==> src/rtl/sma_pkg.sv <==
// Shared constants and types for the moving-average engine: window lengths,
// reciprocal multipliers and shifts for the constant dividers.
package sma_pkg;

  localparam int NUM_WIN    = 6;
  localparam int HIST_DEPTH = 200;
  localparam int PRICE_W    = 8;
  localparam int SUM_W      = 16;

  localparam int WIN   [NUM_WIN] = '{5, 10, 20, 50, 100, 200};

  // RECIP = ceil(2^SHIFT / WIN) with SHIFT = 16 + clog2(WIN): exact floor for any 16-bit dividend
  localparam int RECIP [NUM_WIN] = '{104858, 104858, 104858, 83887, 83887, 83887};
  localparam int SHIFT [NUM_WIN] = '{19, 20, 21, 22, 23, 24};

  typedef logic [PRICE_W-1:0] price_t;
  typedef logic [SUM_W-1:0]   sum_t;

endpackage

==> src/rtl/sma_div_const.sv <==
// Registered divide-by-constant via reciprocal multiply and shift.
// Define SMA_ROUND_EN for round-to-nearest instead of floor.
module sma_div_const
  import sma_pkg::*;
#(
  parameter int N       = 5,
  parameter int RECIP_M = 104858,
  parameter int SHIFT_S = 19
) (
  input  logic   clk,
  input  logic   rst,
  input  logic   en,
  input  sum_t   sum,
  output price_t q
);

  logic [SUM_W:0] dividend;
  logic [40:0]    prod;
  logic [40:0]    quo;

  always_comb begin
`ifdef SMA_ROUND_EN
    dividend = {1'b0, sum} + (SUM_W+1)'(N / 2);
`else
    dividend = {1'b0, sum};
`endif
    prod = 41'(dividend) * 41'(RECIP_M);
    quo  = prod >> SHIFT_S;
  end

  // Saturation never engages for in-range sums; it only guards the 8-bit result
  always_ff @(posedge clk) begin
    if (rst) begin
      q <= '0;
    end else if (en) begin
      assert (quo <= 41'd255);
      q <= (quo > 41'd255) ? 8'hFF : quo[PRICE_W-1:0];
    end
  end

endmodule

==> src/rtl/sma_engine.sv <==
// Six concurrent moving averages (5..200 samples) over an 8-bit price stream.
// Rounding mode is selected by the SMA_ROUND_EN macro inside sma_div_const.
module sma_engine
  import sma_pkg::*;
(
  input  logic       clk,
  input  logic       rst,
  input  logic       price_valid,
  input  logic [7:0] price,
  output logic [7:0] sma_5,
  output logic [7:0] sma_10,
  output logic [7:0] sma_20,
  output logic [7:0] sma_50,
  output logic [7:0] sma_100,
  output logic [7:0] sma_200,
  output logic       sma_valid,
  output logic [5:0] warm
);

  price_t     hist [HIST_DEPTH];
  sum_t       sum  [NUM_WIN];
  price_t     q    [NUM_WIN];
  logic [7:0] count;
  logic [7:0] count_nxt;
  logic       stage_v;

  always_comb begin
    count_nxt = (count == 8'(HIST_DEPTH)) ? count : count + 8'd1;
  end

  // Sums use the pre-shift history, so hist[N-1] is the sample leaving window N
  always_ff @(posedge clk) begin
    if (rst) begin
      for (int i = 0; i < HIST_DEPTH; i++) hist[i] <= '0;
      for (int i = 0; i < NUM_WIN; i++) sum[i] <= '0;
      count     <= '0;
      warm      <= '0;
      stage_v   <= 1'b0;
      sma_valid <= 1'b0;
    end else begin
      stage_v   <= price_valid;
      sma_valid <= stage_v;
      if (price_valid) begin
        for (int i = 0; i < NUM_WIN; i++) begin
          sum[i]  <= SUM_W'(({1'b0, sum[i]} + 17'(price)) - 17'(hist[WIN[i]-1]));
          warm[i] <= (count_nxt >= 8'(WIN[i]));
        end
        hist[0] <= price;
        for (int i = 1; i < HIST_DEPTH; i++) hist[i] <= hist[i-1];
        count <= count_nxt;
      end
    end
  end

  for (genvar g = 0; g < NUM_WIN; g++) begin : g_div
    sma_div_const #(
      .N      (WIN[g]),
      .RECIP_M(RECIP[g]),
      .SHIFT_S(SHIFT[g])
    ) u_div (
      .clk(clk),
      .rst(rst),
      .en (stage_v),
      .sum(sum[g]),
      .q  (q[g])
    );
  end

  assign sma_5   = q[0];
  assign sma_10  = q[1];
  assign sma_20  = q[2];
  assign sma_50  = q[3];
  assign sma_100 = q[4];
  assign sma_200 = q[5];

endmodule

==> config.mk <==
export PLATFORM = sky130hd
export DESIGN_NAME = sma_engine
export DESIGN_NICKNAME = d
export VERILOG_FILES = /design/src/rtl/sma_pkg.sv /design/src/rtl/sma_div_const.sv /design/src/rtl/sma_engine.sv
export SDC_FILE = /design/constraint.sdc
export NUM_CORES = 2
export LEC_CHECK = 0
export ABC_AREA = 1
export CORE_MARGIN = 3
export CORE_UTILIZATION = 55
export DETAILED_ROUTE_END_ITERATION = 16
export HOLD_SLACK_MARGIN = 0.03
export PLACE_DENSITY = 0.71
export SETUP_SLACK_MARGIN = 0.5
export SYNTH_ARGS = -nofsm -noshare
export SYNTH_HDL_FRONTEND = slang
export SYNTH_HIERARCHICAL = 1
export SYNTH_SLANG_ARGS = --single-unit
==> constraint.sdc <==
create_clock -name clk -period 84.7 [get_ports clk]
set_input_delay 8.47 -clock clk [delete_from_list [all_inputs] [get_ports clk]]
set_output_delay 8.47 -clock clk [all_outputs]
set_load 0.01 [all_outputs]
==> impl_metrics.py <==
metrics = {
    "setup_path": {
        "worstPathRequired_ns": 85.08,
        "crit_top_cell": "buf_4",
        "r2r_setup_slack_ns": 78.75,
        "cp-end-kind": "flip-flop",
        "startpoint_type": "input port",
        "timing.rr.end": "g_div[4].u_div/q[6]",
        "worst_ep_arrival_time_ns": 13.43,
        "crit_chain": "clkdlybuf4s50_1, nor2_1, inv_8, buf_4, buf_4, buf_4, buf_4",
        "critPathTopFamily": "buffers and inverters",
        "critPathMaxFanout": 103,
        "worst-path-buf-inv": 6,
        "cp.depth": 7,
        "cp_slowest_cell": "buf_4",
        "slowest_delay_ns": 0.93,
        "r2r-start": "sum[4][13]",
        "reg2reg_depth": 25,
        "criticalPathCategory": "in -> reg",
    },
    "synthesis": {
        "netlist_area_um2": 107000,
        "synth_nets": 12600,
        "avgSynthCellArea_um2": 9.60,
        "synth_ff_type": "edfxtp_1",
        "synth_edf_count": 1696,
        "ys_ff_latch": 1760,
        "async_flop_share_pct": 0,
        "yosysUniqueCellTypes": 57,
        "yosysWarnings": 6,
        "synthCells": 11100,
        "synth_seq_area_share_pct": 48.8,
    },
    "clock_tree": {
        "post_cts_resized": 0,
        "clockRootBuffer": "clkbuf_16",
        "cts_hold_buf": 0,
        "cts_max_path_buffers": 3,
        "cts_inserted_buffers": 180,
        "clk_pin_slew_ns": 0.06,
        "clkLatencyLatePin_ns": 0.80,
        "cts.sinks": 1760,
        "cts_tree": "done",
        "post_cts_buffers": 0,
        "cts.htree.levels": 4,
    },
    "timing": {
        "holdWs_ns": 0.476,
        "hold_viol_final": 0,
        "period_share_pct": 15.4,
        "period_minus_slack_ns": 13.05,
        "setup_viol": 0,
        "clock.fmax_mhz": 76.6,
        "tightest_slew_ns": 1.27,
        "maxSlewViolCount": 0,
        "rsz0062_at_grt": "false",
        "slew_headroom_pct": 15.1,
        "setup-tns-final_ns": 0,
        "clock_skew_ns": 0.0496,
    },
    "routing": {
        "wl_met2_um": 90000,
        "top_layer": "met4",
        "avgViaCountPerCell": 4.78,
        "drt_first_pass_iters": 6,
        "drt-met1-wl_um": 90600,
        "num_vias": 66500,
        "wirelength_um": 192000,
        "wl_per_cell_um": 13.8,
        "drc": 0,
        "drtIter0Drc": 4519,
        "met3_length_um": 7040,
        "drtAntennaViolNets": 0,
    },
    "floorplanning": {
        "fp.coreArea_um2": 193000,
        "die_x_um": 447,
        "ios": 66,
        "die_area_um2": 200000,
        "initial_core_util_pct": 55.4,
        "rows": 161,
        "die_h_um": 447,
    },
    "min_path": {
        "hold_class": "reg -> reg",
        "hold_start": "warm[4]",
        "worst_hold_path.num_cells": 2,
        "holdPathEnd": "warm[4]",
    },
    "final_layout": {
        "drive_gt1_share_pct": 4.11,
        "multi_input_area_um2": 40900,
        "finalNetCount": 12700,
        "areaGrowthSynthToFinish_pct": 8.46,
        "fin_cells": 13900,
        "regArea_um2": 52200,
        "nFillCells": 16100,
        "fin_util_pct": 60.1,
    },
    "grt": {
        "antenna_found_initial": 1,
        "grt_first_pass_wirelength_um": 325000,
        "grt_pass1_vias": 66700,
        "grtUsageTotal_pct": 19.8,
        "grt_max_degree": 253,
        "grt.overflow.total": 0,
    },
    "placed_design": {
        "io_buffers": 65,
        "dp.final_hpwl_um": 138000,
        "dp_cells": 13600,
        "place.gp.congestion": 0.897,
    },
    "outcome": {
        "outcome": "complete, no violations",
    },
    "run": {
        "cap_violations": 0,
    },
}
==> area by class of cell <==
class,instances,area share (%)
Antenna cell,1,0.00216
Sequential cell,1760,45.0
Timing Repair Buffer,97,0.826
Clock buffer,222,4.02
Clock inverter,106,1.07
Tap cell,2526,2.72
Inverter,3433,11.1
Multi-Input combinational cell,5757,35.3
==> tightest hold or removal path: cells and delay by family (launching register included) <==
kind | cells | cell delay, ns
flops | 1 | 0.32
simple gates | 2 | 0.12
==> cell usage after synthesis (all sizes together) (8+ instances only) <==
cell	count	area share, %
a21o	24	0.17
nor3	44	0.27
nand3	236	1.2
nand2	1355	4.9
inv	3432	12
a21oi	275	1.3
nand3b	14	0.098
fa	576	11
nor2	2089	7.5
nand4	35	0.21
xor2	25	0.21
edfxtp	1696	48
ha	889	10
and2	13	0.078
o21a	12	0.084
o21bai	32	0.24
xnor2	8	0.065
or2	10	0.058
o21ai	97	0.46
buf	177	0.84
clkbuf	19	0.067
dfxtp	64	1.2
==> worst max-delay path by stage <==
| stage | from | endpoint |
|---|---|---|
| floorplan | rst | count[0] |
| global placement | price_valid | hist[10][0] |
| detailed placement | price_valid | hist[10][8] |
| CTS | price_valid | hist[8][48] |
| global route | price_valid | hist[10][32] |
| finish | price_valid | hist[8][48] |
==> flip-flops by register name (all words and copies together) (netlist names) <==
name,flops
warm,6
count,8
hist,1600
g_div.u_div/q,48
sma_valid,1
stage_v,1
sum,96
==> cell families after synthesis <==
group           share of synthesized area (%)
simple gates                             14.4
buf+inv                                  13.0
flops                                    48.8
fa+ha+maj                                21.2
compound gates                           2.38
xor+xnor                                0.277
==> layer usage <==
| layer | track usage (%) | up-vias |
|---|---|---|
| met3 | 2.81 | 285 |
| met5 | 0 | - |
| met1 | 28.1 | 31500 |
| met4 | 5.07 | 0 |
| li1 | - | 33800 |
| met2 | 32.2 | 934 |
==> cell usage in the layout, fill, tap and decap left out, drive strengths merged, types with 64 or more instances in the layout <==
cell type	count
inv	3442
nor2	2089
edfxtp	1696
nand2	1355
ha	889
fa	576
a21oi	275
nand3	236
clkbuf	222
o21ai	97
clkinv	73
clkdlybuf4s50	64
dfxtp	64
==> per-stage QoR <==
stage          cell area, um^2  setup slack (ns)
6_report                116000             71.65
5_1_grt                 116000             71.33
4_1_cts                 116000             71.71
3_5_place_dp            110000             70.88
3_3_place_gp            110000             71.00
2_1_floorplan           107000             41.16
Power is left out: the tool's default activity adds up to more than one toggle a clock period on the data nets, which glitch-free logic cannot reach.
